==> config.mk <==
export PLATFORM = sky130hd
export DESIGN_NAME = lif_spike_aer_encoder
export DESIGN_NICKNAME = d
export VERILOG_FILES = /design/src/rtl/lif_spike_aer_encoder.sv
export SDC_FILE = /design/constraint.sdc
export NUM_CORES = 1
export LEC_CHECK = 0
export BUFFER_PORTS_ARGS = -buffer_cell sky130_fd_sc_hd__buf_2
export CAP_MARGIN = 10
export CELL_PAD_IN_SITES_DETAIL_PLACEMENT = 0
export CELL_PAD_IN_SITES_GLOBAL_PLACEMENT = 1
export CORE_MARGIN = 4
export CORE_UTILIZATION = 55
export CTS_BUF_LIST = sky130_fd_sc_hd__clkbuf_8
export DETAILED_ROUTE_END_ITERATION = 10
export PLACE_DENSITY = 0.86
export SYNTH_ARGS = -nofsm -noshare
export SYNTH_HDL_FRONTEND = slang
export SYNTH_SLANG_ARGS = --single-unit
==> constraint.sdc <==
create_clock -name clk_in -period 3.3 [get_ports clk_in]
set_input_delay 0.495 -clock clk_in [delete_from_list [all_inputs] [get_ports clk_in]]
set_output_delay 0.495 -clock clk_in [all_outputs]
set_load 0.03 [all_outputs]
==> src/rtl/lif_spike_aer_encoder.sv <==
// lif_spike_aer_encoder
// Stamps each LIF post-synaptic spike with the current frame number and its
// section index, queues it in a first-word-fall-through FIFO, and presents
// the head event as an AER word over a valid/ready handshake.
module lif_spike_aer_encoder #(
    parameter int N_SEC      = 50,
    parameter int FIFO_DEPTH = 16,
    parameter int TS_W       = 16
) (
    input  logic                          clk_in,
    input  logic                          reset_n,
    input  logic                          sec_done,
    input  logic                          post_spike,
    input  logic [6:0]                    sec_idx,
    output logic                          aer_valid,
    input  logic                          aer_ready,
    output logic [6:0]                    aer_addr,
    output logic [TS_W-1:0]               aer_ts,
    output logic [$clog2(FIFO_DEPTH):0]   fifo_count,
    output logic                          overflow,
    output logic [15:0]                   drop_cnt,
    input  logic                          clr_status
);

    localparam int AW = $clog2(FIFO_DEPTH);
    localparam int EW = TS_W + 7;
    localparam logic [6:0]  LAST_SEC = 7'(N_SEC - 1);
    localparam logic [6:0]  NSEC_L   = 7'(N_SEC);
    localparam logic [AW:0] DEPTH_L  = (AW + 1)'(FIFO_DEPTH);

    // Event storage: {timestamp, section index} per entry
    logic [EW-1:0]   mem_r [FIFO_DEPTH];
    logic [AW-1:0]   wr_ptr_r;
    logic [AW-1:0]   rd_ptr_r;
    logic [AW:0]     count_r;
    logic [TS_W-1:0] ts_r;
    logic            overflow_r;
    logic [15:0]     drop_cnt_r;

    logic            valid_s;
    logic            full_s;
    logic            cand_s;
    logic            frame_end_s;
    logic            pop_s;
    logic            push_s;
    logic            drop_s;
    logic [EW-1:0]   head_s;

    // Handshake, push/pop/drop decisions for the current cycle
    always_comb begin
        valid_s     = 1'b0;
        full_s      = 1'b0;
        cand_s      = 1'b0;
        frame_end_s = 1'b0;
        pop_s       = 1'b0;
        push_s      = 1'b0;
        drop_s      = 1'b0;
        head_s      = mem_r[rd_ptr_r];
        valid_s     = (count_r != {(AW + 1){1'b0}});
        full_s      = (count_r == DEPTH_L);
        // Out-of-range indices neither produce events nor advance the frame
        cand_s      = sec_done & post_spike & (sec_idx < NSEC_L);
        frame_end_s = sec_done & (sec_idx == LAST_SEC);
        pop_s       = valid_s & aer_ready;
        // A full FIFO still accepts a push when the head leaves this cycle
        push_s      = cand_s & (~full_s | pop_s);
        drop_s      = cand_s & full_s & ~pop_s;
    end

    // Frame counter; the spike on the last section carries the pre-increment value
    always_ff @(posedge clk_in or negedge reset_n) begin
        if (!reset_n) begin
            ts_r <= {TS_W{1'b0}};
        end else if (frame_end_s) begin
            ts_r <= ts_r + TS_W'(1);
        end else begin
            ts_r <= ts_r;
        end
    end

    // FIFO storage and pointers; reset clears entries so the head reads zero
    always_ff @(posedge clk_in or negedge reset_n) begin
        if (!reset_n) begin
            for (int i = 0; i < FIFO_DEPTH; i++) begin
                mem_r[i] <= {EW{1'b0}};
            end
            wr_ptr_r <= {AW{1'b0}};
            rd_ptr_r <= {AW{1'b0}};
        end else begin
            if (push_s) begin
                mem_r[wr_ptr_r] <= {ts_r, sec_idx};
                wr_ptr_r        <= wr_ptr_r + AW'(1);
            end
            if (pop_s) begin
                rd_ptr_r <= rd_ptr_r + AW'(1);
            end
        end
    end

    // Occupancy tracks push and pop from the edge they occur on
    always_ff @(posedge clk_in or negedge reset_n) begin
        if (!reset_n) begin
            count_r <= {(AW + 1){1'b0}};
        end else begin
            case ({push_s, pop_s})
                2'b10:   count_r <= count_r + (AW + 1)'(1);
                2'b01:   count_r <= count_r - (AW + 1)'(1);
                default: count_r <= count_r;
            endcase
        end
    end

    // Sticky overflow and saturating drop count; a same-cycle drop beats the clear
    always_ff @(posedge clk_in or negedge reset_n) begin
        if (!reset_n) begin
            overflow_r <= 1'b0;
            drop_cnt_r <= 16'h0000;
        end else if (drop_s) begin
            overflow_r <= 1'b1;
            if (clr_status) begin
                drop_cnt_r <= 16'h0001;
            end else if (drop_cnt_r != 16'hFFFF) begin
                drop_cnt_r <= drop_cnt_r + 16'h0001;
            end else begin
                drop_cnt_r <= drop_cnt_r;
            end
        end else if (clr_status) begin
            overflow_r <= 1'b0;
            drop_cnt_r <= 16'h0000;
        end else begin
            overflow_r <= overflow_r;
            drop_cnt_r <= drop_cnt_r;
        end
    end

    // Outputs come straight from registered state; aer_ready never reaches them
    assign aer_valid  = valid_s;
    assign aer_addr   = valid_s ? head_s[6:0]    : 7'd0;
    assign aer_ts     = valid_s ? head_s[EW-1:7] : {TS_W{1'b0}};
    assign fifo_count = count_r;
    assign overflow   = overflow_r;
    assign drop_cnt   = drop_cnt_r;

endmodule
==> results.txt <==
RSZ-0062 raised after global routing -> no
status -> finished, final reports clean
Final WS setup -> 0.1004 ns
Cell Area, Placed -> 20420 um2
core area -> 34880 um2
DRT antenna net count -> 0
largest area contributor in the netlist -> dfrtp_1
antenna violations before repair -> 0
starting density of the core -> 0.5626
Pwr Density -> 649.5 nW/um2
most common cell after layout, fill and taps aside -> dfrtp_1
final core occ -> 0.6278
register area share after synthesis -> 0.5279
Crit path required time -> 2.80 ns
mapped cell area -> 19630 um2
most frequent cells in the layout -> dfrtp_1 (411), mux2_2 (239), mux4_2 (92)
cell family with most CP delay -> simple AND/OR/NAND/NOR gates
vias in the first global route -> 11.87k
switching part of the total -> 0.3070
power share of the combinational group -> 0.242
CP arrival -> 2.70 ns
Synth Register Bits -> 414
Final Hold Vio Count -> 0
Seq pwr share -> 0.424
synth warn -> 0
Max Fclk -> 0.3125 GHz
Period minus WS final -> 3.200 ns
Leak -> 0.01082 uW
wire length per cell -> 23.53 um
detailed placer's ending HPWL -> 26270 um
Iter 0 DRT Violations -> 515
Synth Area per Inst -> 15.39 um2
DRT Wirelength -> 43500 um
Avg Vias per Cell -> 5.983
Max Buffers Root-to-Sink -> 3
grt ovf -> 0
Internal -> 9857 uW
Syn-to-layout area delta -> 11.58%
cells after synthesis -> 1275
VDD IR-drop max -> 0.5677 mV
Critical Path Fanout Max -> 23
Total GRT Usage -> 0.2312
CP startpoint kind -> flop
synth top area cells -> dfrtp_1 (53%), mux2_2 (14%), mux4_2 (11%), mux2_4 (5.8%), mux2i_1 (2.4%)
Filler Cell Count -> 2606
DRC -> 0
Die Area -> 38770 um2
final slew viol count -> 0
Power Total -> 14220 uW
htree depth -> 3
crit-path cells -> nor4_4, nand2_1, nand2b_1, buf_6, o22ai_1, buf_2
global-route wire length before repair -> 69760 um
Net Count, Synth -> 1298
dpl ws -> 0.3439 ns
Clock Skews -> 0.03410 ns
clk_lat worst skew -> 0.62 ns
slowest stage delay, CP -> 0.48 ns
CP max-delay cell -> dfrtp_1
number of max-cap violations -> 0
Die Span Y -> 196.9 um
post-synth top area share -> 0.5279
CTS Buf Count -> 72
pin count of the biggest net entering global routing -> 108
clock group share of total power -> 0.334
Ant. Diodes -> 0
slew at the pin with the worst max-slew slack -> 0.8483 ns
register clock-pin slew on the reported worst setup and hold paths -> 0.07 ns
fraction of registers with async set/reset -> 1.000
clock tree sinks -> 414
CTS tree -> done
Switching Power -> 4366 uW
type of the tightest min-delay check -> input pin to flop
Setup-failing EPs final -> 0
Final #Nets -> 1367
Port-buffer cells -> 58
Root Buffer -> clkbuf_8
Pre-antenna DRT Iters -> 5
IO Pins -> 59
Primary FF master, synth -> dfrtp_1
critical path class -> flop to output port
worst path bufs/invs -> 2
FP Rows -> 68
vias post-DR -> 11.06k
RD Place Congestion -> 0.7783
Unique masters post-synth -> 57
worst rel slew slack -> 0.4345
Setup TNS -> 0 ns
CP Capture Type -> output port
chip width -> 196.9 um
Setup Buffers After CTS -> 0
share of layout cells above drive strength 1 -> 0.4577
EDFF count, synth -> 0
fin crit share -> 0.9696
fin area -> 21900 um2
-- timing repair --
| item | 4_1_cts | 5_1_grt |
|---|---|---|
| endpoints found under the hold margin | 56 | 0 |
| endpoints found under the setup margin | 5 | 0 |
| hold buffers | 1 | 0 |
| gates resized for setup | 2 | 0 |
-- layout make-up --
type,count,area [um2],area share
sequential,414,10370,0.4735
multi-input combinational,733,8519,0.3890
clock buffer,85,1170,0.05342
timing repair buffer,114,943.4,0.04308
tap,455,569.3,0.02600
clock inverter,39,294.0,0.01343
inverter,9,33.78,0.001543
-- cells in the mapped netlist (12+ instances only) --
library cell,n
nor2b_1,18
mux2_2,239
xnor2_1,15
clkbuf_1,54
mux2_4,76
mux4_2,92
mux2i_1,47
nand2_1,15
mux2_1,41
buf_6,28
and3_1,21
nand4_1,12
o22ai_1,25
buf_2,31
dfrtp_1,414
-- power groups by stage --
| stage | registers (uW) | logic, uW | clock network (uW) |
|---|---|---|---|
| floorplan | 5920 | 2560 | 0 |
| global placement | 6090 | 3420 | 0 |
| detailed placement | 6110 | 3460 | 0 |
| CTS | 6030 | 3480 | 4880 |
| global route | 6100 | 3680 | 5110 |
| finish | 6030 | 3440 | 4760 |
-- sequential cells by signal, indices dropped and copies added, names as in the netlist --
name / cells
drop_cnt: 16
overflow: 1
ts_r: 16
fifo_count: 5
wr_ptr_r: 4
rd_ptr_r: 4
mem_r: 368
-- metrics by stage --
stage          instances  hold slack (ns)
2_1_floorplan       1275           0.1994
3_5_place_dp        1724           0.4697
6_report            1849           0.3076
3_3_place_gp        1724           0.4614
5_1_grt             1849           0.3151
4_1_cts             1849           0.2700
-- path summary, 6_finish.rpt --
path,endpoint,cells after the start,slack (ns),start
worst max-delay path,aer_ts[2],6,0.10,fifo_count[1]
worst min-delay path,drop_cnt[4],2,0.31,clr_status
worst max register to register,fifo_count[4],9,0.50,fifo_count[1]
worst min register to register,mem_r[282],1,0.48,mem_r[282]
max in group asynchronous,mem_r[272],3,1.81,reset_n
min in group asynchronous,drop_cnt[9],2,0.55,reset_n
-- cells by family after synthesis --
group | after synthesis | synth area share
xor+xnor | 26 | 0.01160
flops | 414 | 0.5279
buf+inv | 128 | 0.03800
fa+ha+maj | 10 | 0.006376
mux | 495 | 0.3484
simple gates | 136 | 0.04469
compound gates | 66 | 0.02308
-- layer usage --
layer,global-route usage,vias up,wire (um)
met5,0,-,0
met4,0.07216,0,980
met3,0.03795,60,1672
met2,0.3761,237,21390
met1,0.3246,5877,19450
li1,-,4889,-
No activity file was read; power rests on OpenSTA's default activity.
